===== config.mk =====
export PLATFORM = sky130hd
export DESIGN_NAME = poly_synth
export DESIGN_NICKNAME = d
export VERILOG_FILES = /design/src/rtl/synth_pkg.sv /design/src/rtl/synth_tick_gen.sv /design/src/rtl/poly_synth.sv
export SDC_FILE = /design/constraint.sdc
export NUM_CORES = 1
export LEC_CHECK = 0
export CAP_MARGIN = 20
export CORE_MARGIN = 2
export CORE_UTILIZATION = 60
export CTS_CLUSTER_DIAMETER = 80
export DETAILED_ROUTE_END_ITERATION = 8
export MAX_ROUTING_LAYER = met4
export PLACE_DENSITY = 0.88
export RECOVER_POWER = 25
export SLEW_MARGIN = 10
export SYNTH_ARGS = -nofsm -noshare
export SYNTH_HDL_FRONTEND = slang
export SYNTH_SLANG_ARGS = --single-unit

===== constraint.sdc =====
create_clock -name MasterCLK -period 7.3 [get_ports MasterCLK]
set_input_delay 0.73 -clock MasterCLK [delete_from_list [all_inputs] [get_ports MasterCLK]]
set_output_delay 0.73 -clock MasterCLK [all_outputs]
set_load 0.05 [all_outputs]

===== src/rtl/synth_pkg.sv =====
// synth_pkg: shared definitions for the poly_synth block.
//   - state_t      : frame sequencer states.
//   - inc_lookup() : phase increment per note index, computed for a 24-bit
//                    accumulator at Fs = 100 MHz / 2048 = 48828.125 Hz,
//                    INC[n] = round(220 * 2^((n-1)/12) * 2^24 / Fs), INC[0] = 0.
//   - saturate()   : clamps a signed value to a w-bit two's-complement range.
package synth_pkg;

  localparam int unsigned CLK_HZ         = 100_000_000;
  localparam int unsigned DEF_CHANNELS   = 2;
  localparam int unsigned DEF_VOICES     = 3;
  localparam int unsigned DEF_NOTE_W     = 4;
  localparam int unsigned DEF_SAMPLE_W   = 16;
  localparam int unsigned DEF_PHASE_W    = 24;
  localparam int unsigned DEF_AMP        = 8192;
  localparam int unsigned DEF_SAMPLE_DIV = 2048;

  typedef enum logic [1:0] {IDLE, LOAD, MIX, EMIT} state_t;

  // Note 1 is A3 (220 Hz); each index above is one semitone higher.
  function automatic logic [DEF_PHASE_W-1:0] inc_lookup(input logic [3:0] note);
    case (note)
      4'd0:  return 24'd0;
      4'd1:  return 24'd75591;
      4'd2:  return 24'd80086;
      4'd3:  return 24'd84849;
      4'd4:  return 24'd89894;
      4'd5:  return 24'd95239;
      4'd6:  return 24'd100902;
      4'd7:  return 24'd106902;
      4'd8:  return 24'd113259;
      4'd9:  return 24'd119994;
      4'd10: return 24'd127129;
      4'd11: return 24'd134689;
      4'd12: return 24'd142698;
      4'd13: return 24'd151183;
      4'd14: return 24'd160173;
      default: return 24'd169697;
    endcase
  endfunction

  function automatic logic signed [31:0] saturate(input logic signed [31:0] x,
                                                  input int unsigned       w);
    logic signed [31:0] hi;
    logic signed [31:0] lo;
    hi = (32'sd1 <<< (w - 1)) - 32'sd1;
    lo = -(32'sd1 <<< (w - 1));
    if (x > hi) return hi;
    if (x < lo) return lo;
    return x;
  endfunction

endpackage


===== src/rtl/synth_tick_gen.sv =====
// synth_tick_gen: sample-rate divider. Counts 0..SAMPLE_DIV-1 and wraps,
// asserting tick for exactly one cycle while the count is SAMPLE_DIV-1.
// Ports:
//   MasterCLK - system clock
//   Reset     - synchronous, active-high reset (count returns to 0)
//   tick      - one-cycle pulse, once every SAMPLE_DIV cycles
module synth_tick_gen #(
  parameter int unsigned SAMPLE_DIV = 2048
) (
  input  logic MasterCLK,
  input  logic Reset,
  output logic tick
);

  localparam int unsigned CNT_W = (SAMPLE_DIV > 2) ? $clog2(SAMPLE_DIV) : 1;
  localparam logic [CNT_W-1:0] LAST = CNT_W'(SAMPLE_DIV - 1);

  logic [CNT_W-1:0] count;

  // NOTE: state registers are updated with <= so every flop samples the
  // pre-edge value of its neighbours; = here would create order-dependent races.
  always_ff @(posedge MasterCLK) begin
    if (Reset)              count <= '0;
    else if (count == LAST) count <= '0;
    else                    count <= count + CNT_W'(1);
  end

  assign tick = (count == LAST);

endmodule


===== src/rtl/poly_synth.sv =====
// poly_synth: polyphonic square-wave synthesizer. A single phase-accumulator
// engine visits every voice once per output frame, sums +/-AMP per voice into
// a per-channel accumulator, applies a per-channel left shift and saturates.
// Ports:
//   MasterCLK - system clock
//   Reset     - synchronous, active-high reset
//   note_data - note index per voice; voice v of channel c at field c*VOICES+v
//   note_load - captures note_data into the shadow register (any cycle)
//   gain      - per-channel left shift 0..3, channel c at [2c+1:2c]
//   out_data  - channel c at [(c+1)*SAMPLE_W-1 : c*SAMPLE_W], signed
//   out_valid - frame available; held until out_valid && out_ready
//   out_ready - consumer accepts the frame
//   overrun   - sticky: an unaccepted frame was overwritten
module poly_synth
  import synth_pkg::*;
#(
  parameter int CHANNELS   = DEF_CHANNELS,
  parameter int VOICES     = DEF_VOICES,
  parameter int NOTE_W     = DEF_NOTE_W,
  parameter int SAMPLE_W   = DEF_SAMPLE_W,
  parameter int PHASE_W    = DEF_PHASE_W,
  parameter int AMP        = DEF_AMP,
  parameter int SAMPLE_DIV = DEF_SAMPLE_DIV
) (
  input  logic                           MasterCLK,
  input  logic                           Reset,
  input  logic [CHANNELS*VOICES*NOTE_W-1:0] note_data,
  input  logic                           note_load,
  input  logic [2*CHANNELS-1:0]          gain,
  output logic [CHANNELS*SAMPLE_W-1:0]   out_data,
  output logic                           out_valid,
  input  logic                           out_ready,
  output logic                           overrun
);

  localparam int NV    = CHANNELS * VOICES;
  localparam int ACC_W = SAMPLE_W + $clog2(VOICES) + 4;
  localparam int IDX_W = (NV > 1) ? $clog2(NV) : 1;
  localparam int V_W   = (VOICES > 1) ? $clog2(VOICES) : 1;
  localparam int C_W   = (CHANNELS > 1) ? $clog2(CHANNELS) : 1;

  state_t                     state;
  logic [NV*NOTE_W-1:0]       shadow;
  logic [NV*NOTE_W-1:0]       active;
  logic [2*CHANNELS-1:0]      gain_r;
  logic [PHASE_W-1:0]         phase [NV];
  logic signed [ACC_W-1:0]    acc   [CHANNELS];
  logic [IDX_W-1:0]           idx;   // flat voice index
  logic [V_W-1:0]             vox;   // voice within the current channel
  logic [C_W-1:0]             chn;   // channel owning idx (idx / VOICES)
  logic                       tick;

  logic [NOTE_W-1:0]          cur_note;
  logic [PHASE_W-1:0]         new_phase;
  logic signed [ACC_W-1:0]    contrib;
  logic signed [31:0]         scaled    [CHANNELS];
  logic [SAMPLE_W-1:0]        emit_word [CHANNELS];

  synth_tick_gen #(.SAMPLE_DIV(SAMPLE_DIV)) u_tick (
    .MasterCLK (MasterCLK),
    .Reset     (Reset),
    .tick      (tick)
  );

  assign cur_note  = active[int'(idx)*NOTE_W +: NOTE_W];
  assign new_phase = phase[idx] + PHASE_W'(inc_lookup(4'(cur_note)));

  // The square's sign follows the MSB of the phase after this frame's step.
  always_comb begin
    // NOTE: every always_comb output gets a value on every path first, so no
    // latch is inferred when a branch forgets to assign it.
    contrib = '0;
    if (cur_note != '0)
      contrib = new_phase[PHASE_W-1] ? -(ACC_W'(AMP)) : ACC_W'(AMP);
  end

  always_comb begin
    for (int c = 0; c < CHANNELS; c++) begin
      scaled[c]    = 32'(acc[c]) <<< gain_r[2*c +: 2];
      emit_word[c] = SAMPLE_W'(saturate(scaled[c], SAMPLE_W));
    end
  end

  always_ff @(posedge MasterCLK) begin
    if (Reset) begin
      state     <= IDLE;
      shadow    <= '0;
      active    <= '0;
      gain_r    <= '0;
      idx       <= '0;
      vox       <= '0;
      chn       <= '0;
      out_data  <= '0;
      out_valid <= 1'b0;
      overrun   <= 1'b0;
      // NOTE: the phase array is a handful of flops that must start at zero
      // for a deterministic waveform, so it is reset; a true RAM would not be.
      for (int i = 0; i < NV; i++) phase[i] <= '0;
      for (int c = 0; c < CHANNELS; c++) acc[c] <= '0;
    end else begin
      if (note_load) shadow <= note_data;

      if (out_valid && out_ready) out_valid <= 1'b0;

      case (state)
        IDLE: begin
          if (tick) begin
            // Notes and gain only change at frame boundaries.
            active <= shadow;
            gain_r <= gain;
            state  <= LOAD;
          end
        end

        LOAD: begin
          for (int c = 0; c < CHANNELS; c++) acc[c] <= '0;
          idx   <= '0;
          vox   <= '0;
          chn   <= '0;
          state <= MIX;
        end

        MIX: begin
          phase[idx] <= (cur_note == '0) ? '0 : new_phase;
          acc[chn]   <= acc[chn] + contrib;
          if (idx == IDX_W'(NV - 1)) begin
            state <= EMIT;
          end else begin
            idx <= idx + IDX_W'(1);
            if (vox == V_W'(VOICES - 1)) begin
              vox <= '0;
              chn <= chn + C_W'(1);
            end else begin
              vox <= vox + V_W'(1);
            end
          end
        end

        EMIT: begin
          for (int c = 0; c < CHANNELS; c++)
            out_data[c*SAMPLE_W +: SAMPLE_W] <= emit_word[c];
          // Overrides the acceptance clear above: newest frame is presented.
          out_valid <= 1'b1;
          if (out_valid && !out_ready) overrun <= 1'b1;
          state <= IDLE;
        end

        default: state <= IDLE;
      endcase
    end
  end

endmodule

==> metrics.txt <==
IO Port Bufs 65; cts bufs inserted 37; P_leak 6.86 nW; R2R Path Start idx[0]; share of layout cells above drive strength 1 12.3%; asr flop ratio synth 0%; Cell Int Power 0.00335 W; mux contribution to synthesized area 15.1%; flops & latches, synth 345; met1 Use GR 36.5%; Yosys top cell area share 42.2%; top-count cell post-synth nor2_1; Clock Skew 0.0261 ns; CTS tree built; largest net degree at the start of global routing 89; drt drc 0; Die Area 29400 sq um; reg2reg setup slack 0.85 ns; number of global-route vias before repair 11700; main combinational cell family by area after synthesis multiplexers; Mapped Avg Cell Area 11.4 sq um; H-Tree Depth 2; cts hold-fix bufs 0; Worst path max stage delay 0.54 ns; EDFF count, synth 236; clock share of power 42.2%; drt wl/cell 20.3 microns; slew of the pin with the lowest slew margin 3.61 ns; hold endpoint active[18]; HP Class flip-flop to flip-flop; Crit Path Max Fanout 12; GRT Resource Usage Total 27.5%; boundary pin count 66; global-route wire length before repair 61200 microns; combinational fraction of design power 6.8%; diode count 0; R2R Path End acc[0][21]; worst r2r path cells 26; setup tns final 0 ns; relative slew slack -141%; Worst Hold Launch shadow[18]; Synth Net Count 1544; die height 171 microns; Syn Inst Count 1469; library cells used by synthesis 63; CP arrival 6.70 ns; Final #Nets 1585; maxcap violations 5; GRT busiest layer met2; via count 11800; failing checks capacitance limit, slew limit; # rows 61; Max clock buf depth 3; hold path depth 2; 1st-pass router iterations 5; Vias/cell 6.14; Worst path slowest cell dfxtp_1; sequential power share 51.0%; worst skew pair latency 0.54 ns; CTS Sinks 345; ys flop type edfxtp_1; Max Slew Vio Count 198; Initial Util 60.6%; Synth Area in Simple Gates 13.6%; final setup margin 0.850 ns; register area share after synthesis 55.2%; Worst EP required 7.55 ns; period utilization 88.4%; endpoints failing hold 0; Die X 171 microns; Clock Tree Root clkbuf_16; post-synth top area cell edfxtp_1; CTS resizes 0; Global Route met3 Usage 4.14%; Area contributors post-synth edfxtp_1 (42%), dfxtp_1 (13%), mux4_2 (7.9%), nor2_1 (6.2%), mux2i_1 (4.3%); Core Area 27700 sq um; Compound-Gate Fraction of Synth Area 7.80%; Worst Setup SP idx[0]; Tot Pwr 0.00437 W; Area Overhead vs Synth 12.9%; final wirelength 38800 microns; dpl ws 1.03 ns; Routed Antenna Nets 0; CP delay by family, top compound AO/OA/AOI/OAI gates; Worst setup EP type flip-flop; top cells by count, synth nor2_1 (278), edfxtp_1 (236), nand2_1 (146); crit path kind flip-flop to flip-flop; Setup-failing EPs final 0; Placer Congestion 0.886; xor/xnor share of the synthesized area 1.99%; status complete, but fails checks; GRT overflow 0; pwr/cell area 230 nW/um^2; Yosys warnings 0; crit start category flip-flop; CP most frequent cell a21oi_1; peak supply drop 187 uV; fill count 1905; minimum clock period 6.45 ns; Sw Pwr 0.00102 W; WP buf/inv 4; area of the mapped netlist 16800 sq um; RSZ-0062 raised after global routing false; Fmax 155 MHz; met2 Track Usage GR 43.7%; Iter 0 DRT Violations 1310; Sw Share 23.3%; Post-CTS Setup Inserts 0; initial antenna violation count 0; DP Wirelength 24000 microns; clock-pin slew on the worst setup and hold paths 0.06 ns; Post-Synth Adder-Cell Area 3.25%
==> through the flow <==
stage                     std cells  util [%]  instance area [sq um]  hold WS [ns]
final                          1916      68.4                  19000         0.462
after global routing           1916      68.4                  19000         0.476
after CTS                      1915      68.5                  19000         0.457
after detailed placement       1848      64.2                  17800         0.448
after global placement         1847      64.2                  17800         0.441
after floorplan                1469         -                  16800         0.430
==> flip-flops by register name (all words and copies together), names as in the netlist, named ones only <==
signal and cells:
chn 1, shadow 24, state 2, vox 2
acc 44, overrun 1, out_data 32, gain_r 4
phase 192, u_tick.count 11, out_valid 1, active 24
idx 3
==> worst min-delay path, stage by stage, from the launching register on <==
cell,delay (ns)
dfxtp_1,0.32
nand2_1,0.05
a21oi_1,0.05
==> how the worst max path moves through the flow <==
stage,cells past startpoint,endpoint,slack (ns)
after floorplan,26,acc[0][21],1.44
after global placement,26,acc[1][21],1.11
after detailed placement,26,acc[1][21],1.03
after CTS,26,acc[1][21],0.98
after global routing,26,acc[0][21],0.40
final,26,acc[0][21],0.85
==> power by group through the flow <==
stage | combinational [W] | sequential, W | clock (W)
after floorplan | 0.000214 | 0.00224 | 0
after global placement | 0.000282 | 0.00226 | 0
after detailed placement | 0.000294 | 0.00226 | 0
after CTS | 0.000299 | 0.00222 | 0.00185
after global routing | 0.000322 | 0.00223 | 0.00193
final | 0.000296 | 0.00223 | 0.00184
==> cells by family (layout without fill, tap and decap cells) <==
logic type | count (synthesis) | count (layout)
XOR/XNOR | 36 | 36
AO/OA/AOI/OAI | 208 | 208
adder cells (fa/ha/maj) | 43 | 43
AND/OR/NAND/NOR | 540 | 540
multiplexers | 167 | 167
flip-flops | 345 | 345
buffers and inverters | 130 | 199
==> cells in the final DEF, fill, tap and decap left out, drive strengths merged, types with 19 or more instances in the layout <==
| cell | netlist | final |
|---|---|---|
| a211oi | 29 | 29 |
| inv | 43 | 47 |
| xnor2 | 22 | 22 |
| a21oi | 79 | 79 |
| nand2 | 147 | 147 |
| nand2b | 19 | 19 |
| edfxtp | 236 | 236 |
| buf | 18 | 19 |
| o21ai | 32 | 32 |
| o211ai | 19 | 19 |
| nor2 | 278 | 278 |
| dfxtp | 109 | 109 |
| mux2 | 29 | 29 |
| nand3 | 29 | 29 |
| dlygate4sd3 | 0 | 31 |
| mux4 | 64 | 64 |
| mux2i | 74 | 74 |
| clkdlybuf4s50 | 0 | 33 |
| clkbuf | 69 | 49 |
| ha | 42 | 42 |
==> routing by layer <==
metal	vias to the layer above	part of all wire [%]	wire [microns]
met3	116	8.7	3380
met5	-	0	0
met1	5678	40	15600
li1	5377	-	-
met4	0	3.5	1340
met2	597	48	18500
==> final cells by class <==
cell class                      instances  area, sq um  area share, %
Clock buffer                           43          958           5.05
Clock inverter                         24          231           1.22
Inverter                               43          161          0.851
Multi-Input combinational cell        994         7050           37.2
Sequential cell                       345         9270           48.9
Tap cell                              378          473           2.49
Timing Repair Buffer                   89          813           4.29
Power figures use the tool's default switching activity.
